$ cat config.mk
export PLATFORM = sky130hd
export DESIGN_NAME = reed_muller_encode
export DESIGN_NICKNAME = d
export VERILOG_FILES = /design/src/rtl/reed_muller_encode_pkg.sv /design/src/rtl/reed_muller_encode_rm17_encode_byte.sv /design/src/rtl/reed_muller_encode.sv
export SDC_FILE = /design/constraint.sdc
export NUM_CORES = 1
export LEC_CHECK = 0
export ABC_AREA = 1
export CAP_MARGIN = 15
export CORE_UTILIZATION = 55
export DETAILED_ROUTE_END_ITERATION = 10
export PLACE_DENSITY = 0.95
export SYNTH_ARGS = -nofsm -noshare
export SYNTH_HDL_FRONTEND = slang
export SYNTH_HIERARCHICAL = 1
export SYNTH_SLANG_ARGS = --single-unit
$ cat constraint.sdc
create_clock -name clk -period 27.2 [get_ports clk]
set_input_delay 6.8 -clock clk [delete_from_list [all_inputs] [get_ports clk]]
set_output_delay 6.8 -clock clk [all_outputs]
set_load 0.01 [all_outputs]
$ cat src/rtl/reed_muller_encode_pkg.sv
// Shared definitions for the HQC Reed-Muller inner encoder: parameter sets,
// FSM state encoding and the RM(1,7) generator rows.
package reed_muller_encode_pkg;

  typedef enum logic [1:0] {
    HQC128 = 2'd0,
    HQC192 = 2'd1,
    HQC256 = 2'd2
  } hqc_set_e;

  typedef enum logic [1:0] {
    S_IDLE = 2'd0,
    S_EMIT = 2'd1,
    S_DONE = 2'd2
  } state_e;

  localparam int RM_W      = 128;
  localparam int SYM_CNT_W = 7;
  localparam int REP_CNT_W = 3;

  // Row t is the indicator of codeword positions j whose index bit t is set.
  localparam logic [RM_W-1:0] RM17_BASIS [7] = '{
    128'hAAAAAAAA_AAAAAAAA_AAAAAAAA_AAAAAAAA,
    128'hCCCCCCCC_CCCCCCCC_CCCCCCCC_CCCCCCCC,
    128'hF0F0F0F0_F0F0F0F0_F0F0F0F0_F0F0F0F0,
    128'hFF00FF00_FF00FF00_FF00FF00_FF00FF00,
    128'hFFFF0000_FFFF0000_FFFF0000_FFFF0000,
    128'hFFFFFFFF_00000000_FFFFFFFF_00000000,
    128'hFFFFFFFF_FFFFFFFF_00000000_00000000
  };

  function automatic int n1_bytes_of(input hqc_set_e s);
    case (s)
      HQC192:  return 56;
      HQC256:  return 90;
      default: return 46;
    endcase
  endfunction

  function automatic int multiplicity_of(input hqc_set_e s);
    case (s)
      HQC192:  return 5;
      HQC256:  return 5;
      default: return 3;
    endcase
  endfunction

endpackage

$ cat src/rtl/reed_muller_encode_rm17_encode_byte.sv
// Combinational RM(1,7) encoder: one message byte to one 128-bit codeword.
// Shared with the decoder-side re-encode check.
module rm17_encode_byte
  import reed_muller_encode_pkg::*;
(
  input  logic [7:0]      msg,
  output logic [RM_W-1:0] code
);

  logic [6:0] sel;

  // Message bits 7 and 6 drive index bits 5 and 6 respectively (HQC ordering).
  assign sel = {msg[6], msg[7], msg[5:1]};

  always_comb begin
    code = {RM_W{msg[0]}};
    for (int t = 0; t < 7; t++) begin
      if (sel[t]) begin
        code = code ^ RM17_BASIS[t];
      end
    end
  end

endmodule

$ cat src/rtl/reed_muller_encode.sv
// HQC inner-code stage: expands each RS symbol into an RM(1,7) codeword and
// streams it MULTIPLICITY times over valid/ready. Optional rm_last: RM_ENC_LAST_EN.
module reed_muller_encode
  import reed_muller_encode_pkg::*;
#(
  parameter hqc_set_e parameter_set = HQC128,
  parameter int       N1_BYTES      = n1_bytes_of(parameter_set),
  parameter int       MULTIPLICITY  = multiplicity_of(parameter_set),
  parameter int       N1            = 8 * N1_BYTES
) (
  input  logic            clk,
  input  logic            rst,
  input  logic            start,
  input  logic [N1-1:0]   cdw_in,
  output logic [RM_W-1:0] rm_word,
  output logic            rm_valid,
  input  logic            rm_ready,
  output logic            busy,
  output logic            done
`ifdef RM_ENC_LAST_EN
  ,
  output logic            rm_last
`endif
);

  localparam logic [SYM_CNT_W-1:0] SYM_LAST = SYM_CNT_W'(N1_BYTES - 1);
  localparam logic [REP_CNT_W-1:0] REP_LAST = REP_CNT_W'(MULTIPLICITY - 1);

  state_e                 state;
  state_e                 state_next;
  logic [N1-1:0]          sym_reg;
  logic [SYM_CNT_W-1:0]   sym_cnt;
  logic [REP_CNT_W-1:0]   rep_cnt;
  logic [RM_W-1:0]        enc_word;
  logic                   xfer;
  logic                   rep_wrap;
  logic                   sym_wrap;

  assign xfer     = (state == S_EMIT) && rm_ready;
  assign rep_wrap = (rep_cnt == REP_LAST);
  assign sym_wrap = (sym_cnt == SYM_LAST);

  rm17_encode_byte u_enc (
    .msg  (sym_reg[7:0]),
    .code (enc_word)
  );

  always_ff @(posedge clk or posedge rst) begin
    if (rst) begin
      state <= S_IDLE;
    end else begin
      state <= state_next;
    end
  end

  always_comb begin
    state_next = state;
    rm_valid   = 1'b0;
    busy       = 1'b0;
    done       = 1'b0;
    case (state)
      S_IDLE: begin
        if (start) begin
          state_next = S_EMIT;
        end
      end
      S_EMIT: begin
        rm_valid = 1'b1;
        busy     = 1'b1;
        if (xfer && rep_wrap && sym_wrap) begin
          state_next = S_DONE;
        end
      end
      S_DONE: begin
        busy       = 1'b1;
        done       = 1'b1;
        state_next = S_IDLE;
      end
      default: state_next = S_IDLE;
    endcase
  end

  // The symbol register only moves on the last copy of a codeword, so the
  // encoded word is held steady for the whole duration of a stall.
  always_ff @(posedge clk or posedge rst) begin
    if (rst) begin
      sym_reg <= '0;
      sym_cnt <= '0;
      rep_cnt <= '0;
    end else begin
      case (state)
        S_IDLE: begin
          if (start) begin
            sym_reg <= cdw_in;
            sym_cnt <= '0;
            rep_cnt <= '0;
          end
        end
        S_EMIT: begin
          if (xfer) begin
            if (rep_wrap) begin
              rep_cnt <= '0;
              sym_reg <= sym_reg >> 8;
              sym_cnt <= sym_cnt + SYM_CNT_W'(1);
            end else begin
              rep_cnt <= rep_cnt + REP_CNT_W'(1);
            end
          end
        end
        default: ;
      endcase
    end
  end

  assign rm_word = rm_valid ? enc_word : '0;

`ifdef RM_ENC_LAST_EN
  assign rm_last = (state == S_EMIT) && sym_wrap && rep_wrap;
`endif

endmodule

# After elaboration in Yosys (flattened, before gate mapping)
# Index checks and enable logic that the tools add are counted.
totals:
  regBits: 380
  elab_cells: 56
  input_bits: 372
  output_inout_bits: 131
op_classes:
  n_eq_ne: 8
  n_reduce_logical: 9
  n_bitwise: 7
  addsub: 2
  n_mux: 26
ops:
  columns: ["operator", "count"]
  rows:
  - ["$mux W368", 3]
  - ["$mux W128", 8]
  - ["$pmux W368 S2", 1]
  - ["$not A64 Y64", 7]
  - ["$mux W7", 3]
  - ["$pmux W7 S2", 1]
  - ["$mux W3", 3]
  - ["$add A7 B1 Y7 const B", 1]
  - ["$eq A7 B6 Y1 const B", 1]
  - ["$ne A2 B2 Y1 const B", 3]
  - ["$pmux W3 S2", 1]
  - ["$mux W2", 2]
  - ["$pmux W2 S2", 1]
  - ["$reduce_and A4 Y1", 1]
  - ["$add A3 B1 Y3 const B", 1]
  - ["$eq A3 B2 Y1 const B", 1]
  - ["$logic_and A1 B1 Y1", 3]
  - ["$mux W1", 3]
  - ["$reduce_and A3 Y1", 1]
  - ["$eq A2 B1 Y1 const B", 1]
  - ["$eq A2 B2 Y1 const B", 1]
  - ["$logic_not A2 Y1", 1]
  - ["$ne A2 B1 Y1 const B", 1]
  - ["$reduce_and A2 Y1", 1]
  - ["2 further kinds", 2]

# Logic depth before layout (Yosys ltp)
depth:
  ltp_word: 15
  depth_mapped: 17
  depth_no_buf: 17

# Modules after synthesis
# Netlist, hierarchy kept.
by_module_without_submodules:
  columns: ["mod", "cells_each", "instances", "seq_area_each_um2", "area_each_um2"]
  rows:
  - ["reed_muller_encode", 2747, 1, 9509.1, 19632.6]
  - ["rm17_encode_byte", 259, 1, 0.0, 1833.0]

# Worst setup path before layout
# Ideal clock, no wire load.
synth_path:
  kind: "reg2out"
  start: "register sym_reg[0]"
  end: "output port rm_word[127]"
  t_arrival_ps: 1687
  slack_ps: 18713
  path_stages_with_launch: 15
  required_time_ps: 20400
  n_path_buf: 1
  cell_sequence: "dfrtp_1 > buf_6 > nand2_2 > nand3_2 > nand2_4 > nand2_1 > nand3_2 > nand2_2 > nand2_1 > nand2_2 > nand2_1 > nand3_1 > nand2_1 > nand2_1 > inv_1"
synth_via:
  elab_chain_len: 15
synth_rtl:
  columns: ["element", "line_no", "source"]
  rows:
  - ["start: declaration", "reed_muller_encode.sv:31", "logic [N1-1:0] sym_reg;"]
  - ["start signal: assignment", "reed_muller_encode.sv:94", "sym_reg <= cdw_in;"]
  - ["start signal: assignment", "reed_muller_encode.sv:103", "sym_reg <= sym_reg >> 8;"]
  - ["$not A64 Y64 (no line)", null, null]
  - ["$mux W128 (*)", "reed_muller_encode_rm17_encode_byte.sv:18", "if (sel[t]) begin"]
  - ["$not A64 Y64 (no line)", null, null]
  - ["$mux W128 (*)", "reed_muller_encode_rm17_encode_byte.sv:18", null]
  - ["$not A64 Y64 (no line)", null, null]
  - ["$mux W128 (*)", "reed_muller_encode_rm17_encode_byte.sv:18", null]
  - ["$not A64 Y64 (no line)", null, null]
  - ["$mux W128 (*)", "reed_muller_encode_rm17_encode_byte.sv:18", null]
  - ["$not A64 Y64 (no line)", null, null]
  - ["$mux W128 (*)", "reed_muller_encode_rm17_encode_byte.sv:18", null]
  - ["$not A64 Y64 (no line)", null, null]
  - ["$mux W128 (*)", "reed_muller_encode_rm17_encode_byte.sv:18", null]
  - ["$not A64 Y64 (no line)", null, null]
  - ["$mux W128 (*)", "reed_muller_encode_rm17_encode_byte.sv:18", null]
  - ["net enc_word[127]", "reed_muller_encode.sv:34", "logic [RM_W-1:0] enc_word;"]
  - ["$mux W128 (*)", "reed_muller_encode.sv:115", "assign rm_word = rm_valid ? enc_word : '0;"]
  - ["end: declaration", "reed_muller_encode.sv:15", "output logic [RM_W-1:0] rm_word,"]
# The timed path passes the listed nets; every way through them passes the cells marked *.

# Worst setup path after layout
layout_path:
  start: "input port rm_ready"
  end: "register sym_reg[248]"
layout_via:
  elab_chain_len: 3
layout_rtl:
  columns: ["element", "line_no", "source"]
  rows:
  - ["start: declaration", "reed_muller_encode.sv:17", "input logic rm_ready,"]
  - ["$logic_and A1 B1 Y1", "reed_muller_encode.sv:39", "assign xfer = (state == S_EMIT) && rm_ready;"]
  - ["$ne A2 B2 Y1 (no line)", null, null]
  - ["$reduce_and A4 Y1 (no line)", null, null]
# No other way between the ends.
# A chain may end at the register's enable or synchronous reset.

==> out/metrics.yaml <==
global_routing:
  groute.usage.overall_pct: 30.0
  globalRouteOverflowTotal: 0
  grt_first_pass_wirelength_um: 94100
  grt_max_degree: 316
  antenna_found_initial: 7
  via_count_of_the_first_global_routing_pass: 19000
timing:
  f_max_mhz: 91.2
  max_slew.worst_pin.slew_ns: 1.11
  grt_setup_unrepaired: "false"
  tns_ns: 0
  max_slew_margin_pct: 26.0
  slew_viol_final: 0
  hold_ws_ns: 0.479
  finalHoldViolCount: 0
  clock-skew-final_ns: 0.0183
  setup_violations: 0
  layout_worst_path_cycle_share_pct: 40.3
  finalWorstPathRequiredPeriod_ns: 10.97
cts:
  holdBufCountCts: 0
  clock_sinks: 380
  cts-htree-levels: 2
  cts_max_path_buffers: 3
  cts_repair_resize_count: 0
  clock_latency_ns: 0.55
  post-cts-setup-buffers: 0
  cell_at_the_root_of_the_clock_tree: "sky130_fd_sc_hd__clkbuf_16"
  cts_made_buffers: 41
  cts_tree: "built"
  clock_transition_at_the_registers_of_the_reported_paths_ns: 0.06
final_layout:
  fraction_of_layout_instances_using_a_drive_strength_above_1_pct: 4.41
  area_growth_syn_to_layout_pct: 29.1
  num-nets-final: 3751
  multi_input_area_sq_um: 9000
  largest_register_ffs: 368
  mostFrequentLayoutCells: "sky130_fd_sc_hd__nand2_1 (1,010), sky130_fd_sc_hd__o21ai_0 (583), sky130_fd_sc_hd__inv_1 (507)"
  final_common_cell: "sky130_fd_sc_hd__nand2_1"
  final.fill_count: 2685
  area.sequential_sq_um: 9510
  share_of_the_core_filled_with_cells_pct: 72.9
  finish.cell_count_without_fillers: 3922
route:
  number_of_optimization_iterations_in_the_first_detailed_route_pass: 9
  totalWireLength_um: 60400
  top_layer: "met5"
  drt_iter0_markers: 1601
  dr_total_vias: 20100
  drc: 0
  detailroute.wirelength.met2_um: 28500
  viasPerCell: 5.12
  detail-route-antenna-nets: 0
  route.met3.wl_um: 4560
  route.layer.met1.wl_um: 23100
  average_routed_wire_per_standard_cell_um: 15.4
synthesis:
  seq_area_frac_synth_pct: 44.3
  syn_area_per_cell_sq_um: 7.14
  ys_ff_latch: 380
  synth_compound_area_share_pct: 16.6
  synthMuxAreaShare_pct: 0
  syn-num-nets: 3384
  netlist_area_sq_um: 21500
  synth_top_family_by_area: "simple AND/OR/NAND/NOR gates"
  post_synth_and_or_nand_nor_area_fraction_pct: 20.2
  yosys.area.top_type_share_pct: 44.3
  synth.lib_cells_used.distinct: 28
  yosys.area_share.xor_xnor_pct: 4.71
  post_synth_main_area_contributors: "sky130_fd_sc_hd__dfrtp_1 (44%), sky130_fd_sc_hd__nand2_1 (18%), sky130_fd_sc_hd__o21ai_0 (14%)"
  yosysWarningCount: 6
  synth.largest_area_cell: "sky130_fd_sc_hd__dfrtp_1"
  syn_inst_count: 3006
  post_synthesis_adder_cell_area_fraction_pct: 0.350
floorplanning:
  core_area_sq_um: 38000
  design.die.area_sq_um: 39800
  floorplan.initialDensity_pct: 56.5
  boundaryPins: 503
  rows: 71
  die_height_um: 200
  die-width_um: 200
pwr:
  cellInternalPower_mw: 1.90
  power.ir.vdd_worst_uv: 86.9
  cellLeakagePower_nw: 14.0
  power_frac_clock_pct: 16.4
  power.density_nw_per_um2: 126
  power.switching_mw: 1.60
  p_sw_share_pct: 45.8
  power.sequential.fraction_pct: 26.7
  power.share.combinational_pct: 57.0
worst_setup_path:
  worstPathMaxFanout: 124
  setup.worst_path.end_class: "flop"
  crit_arrival_ns: 11.42
  critical_path_class: "input pin to flop"
  endpoint_required_time_on_the_critical_path_ns: 27.65
  timing.critical_path.from_type: "input pin"
placed_design:
  dp_cells: 3840
  detailedPlacementHpwl_um: 41500
  port_buffers: 502
  gp_congestion: 0.882
job:
  max_cap_violations: 0
outcome:
  outcome: "complete, no violations"
hold_path:
  hold_crit_path_type: "flop to flop"
==> layout make-up <==
cell class / count / area share [%]
Clock inverter: 17 / 0.803
Sequential cell: 380 / 34.3
Multi-Input combinational cell: 1911 / 32.5
Timing Repair Buffer: 519 / 18.8
Inverter: 520 / 7.10
Clock buffer: 56 / 4.20
Tap cell: 511 / 2.31
Antenna cell: 8 / 0.0722
==> critical path, stage by stage <==
cell and delay [ns]:
sky130_fd_sc_hd__clkdlybuf4s50_1 0.50, sky130_fd_sc_hd__nand2_1 0.10, sky130_fd_sc_hd__nand2_1 0.12, sky130_fd_sc_hd__nand2_2 0.08, sky130_fd_sc_hd__nor2_4 0.11, sky130_fd_sc_hd__buf_4 0.80, sky130_fd_sc_hd__buf_4 0.83, sky130_fd_sc_hd__buf_4 0.89
sky130_fd_sc_hd__buf_4 0.48, sky130_fd_sc_hd__buf_16 0.36, sky130_fd_sc_hd__nand2_1 0.11, sky130_fd_sc_hd__o21ai_0 0.10
==> metal layers <==
metal	global-route usage [%]	up-vias
met1	35.7	9155
met4	21.3	2
met2	48.4	836
li1	-	9881
met3	6.40	208
met5	0	-
==> path summary, 6_finish.rpt <==
check	slack [ns]	from	to	cells past startpoint
setup / recovery	16.23	rm_ready	sym_reg[248]	12
hold / removal	0.48	sym_reg[367]	sym_reg[367]	2
setup reg to reg	20.84	state[1]	sym_reg[248]	15
hold reg to reg	0.48	sym_reg[367]	sym_reg[367]	2
max in group asynchronous	18.74	rst	sym_reg[6]	3
min in group asynchronous	6.77	rst	sym_reg[221]	2
==> per-stage QoR <==
step	setup WS, ns	power, mW	area, sq um
after floorplan	9.84	2.34	21500
after global placement	15.70	2.80	26300
after detailed placement	15.50	2.89	26300
after CTS	16.05	3.49	27700
after global routing	15.85	3.82	27700
final	16.23	3.50	27700
==> cell usage after synthesis (all sizes together) <==
cell type,instances
xnor2,1
nor3,2
xor2,93
nor2,12
nand3,44
nand4,1
o21ai,707
a21oi,3
inv,519
clkbuf,72
clkinv,1
nand2,1042
ha,6
buf,123
dfrtp,380
==> logic make-up after synthesis <==
kind of cell,after synthesis
DFF,380
and+or+nand+nor,1101
xor gates and xnor gates,94
buffers and inverters,715
AOI/OAI and AO/OA,710
adders and majority gates,6
==> power by group through the flow <==
stage,sequential (mW),combinational [mW],clock [mW]
floorplan,0.908,1.43,0
global placement,0.924,1.88,0
detailed placement,0.940,1.95,0
CTS,0.932,1.97,0.580
global route,0.956,2.26,0.604
finish,0.934,2.00,0.573
Note: power is estimated with default switching activity, not from simulation.
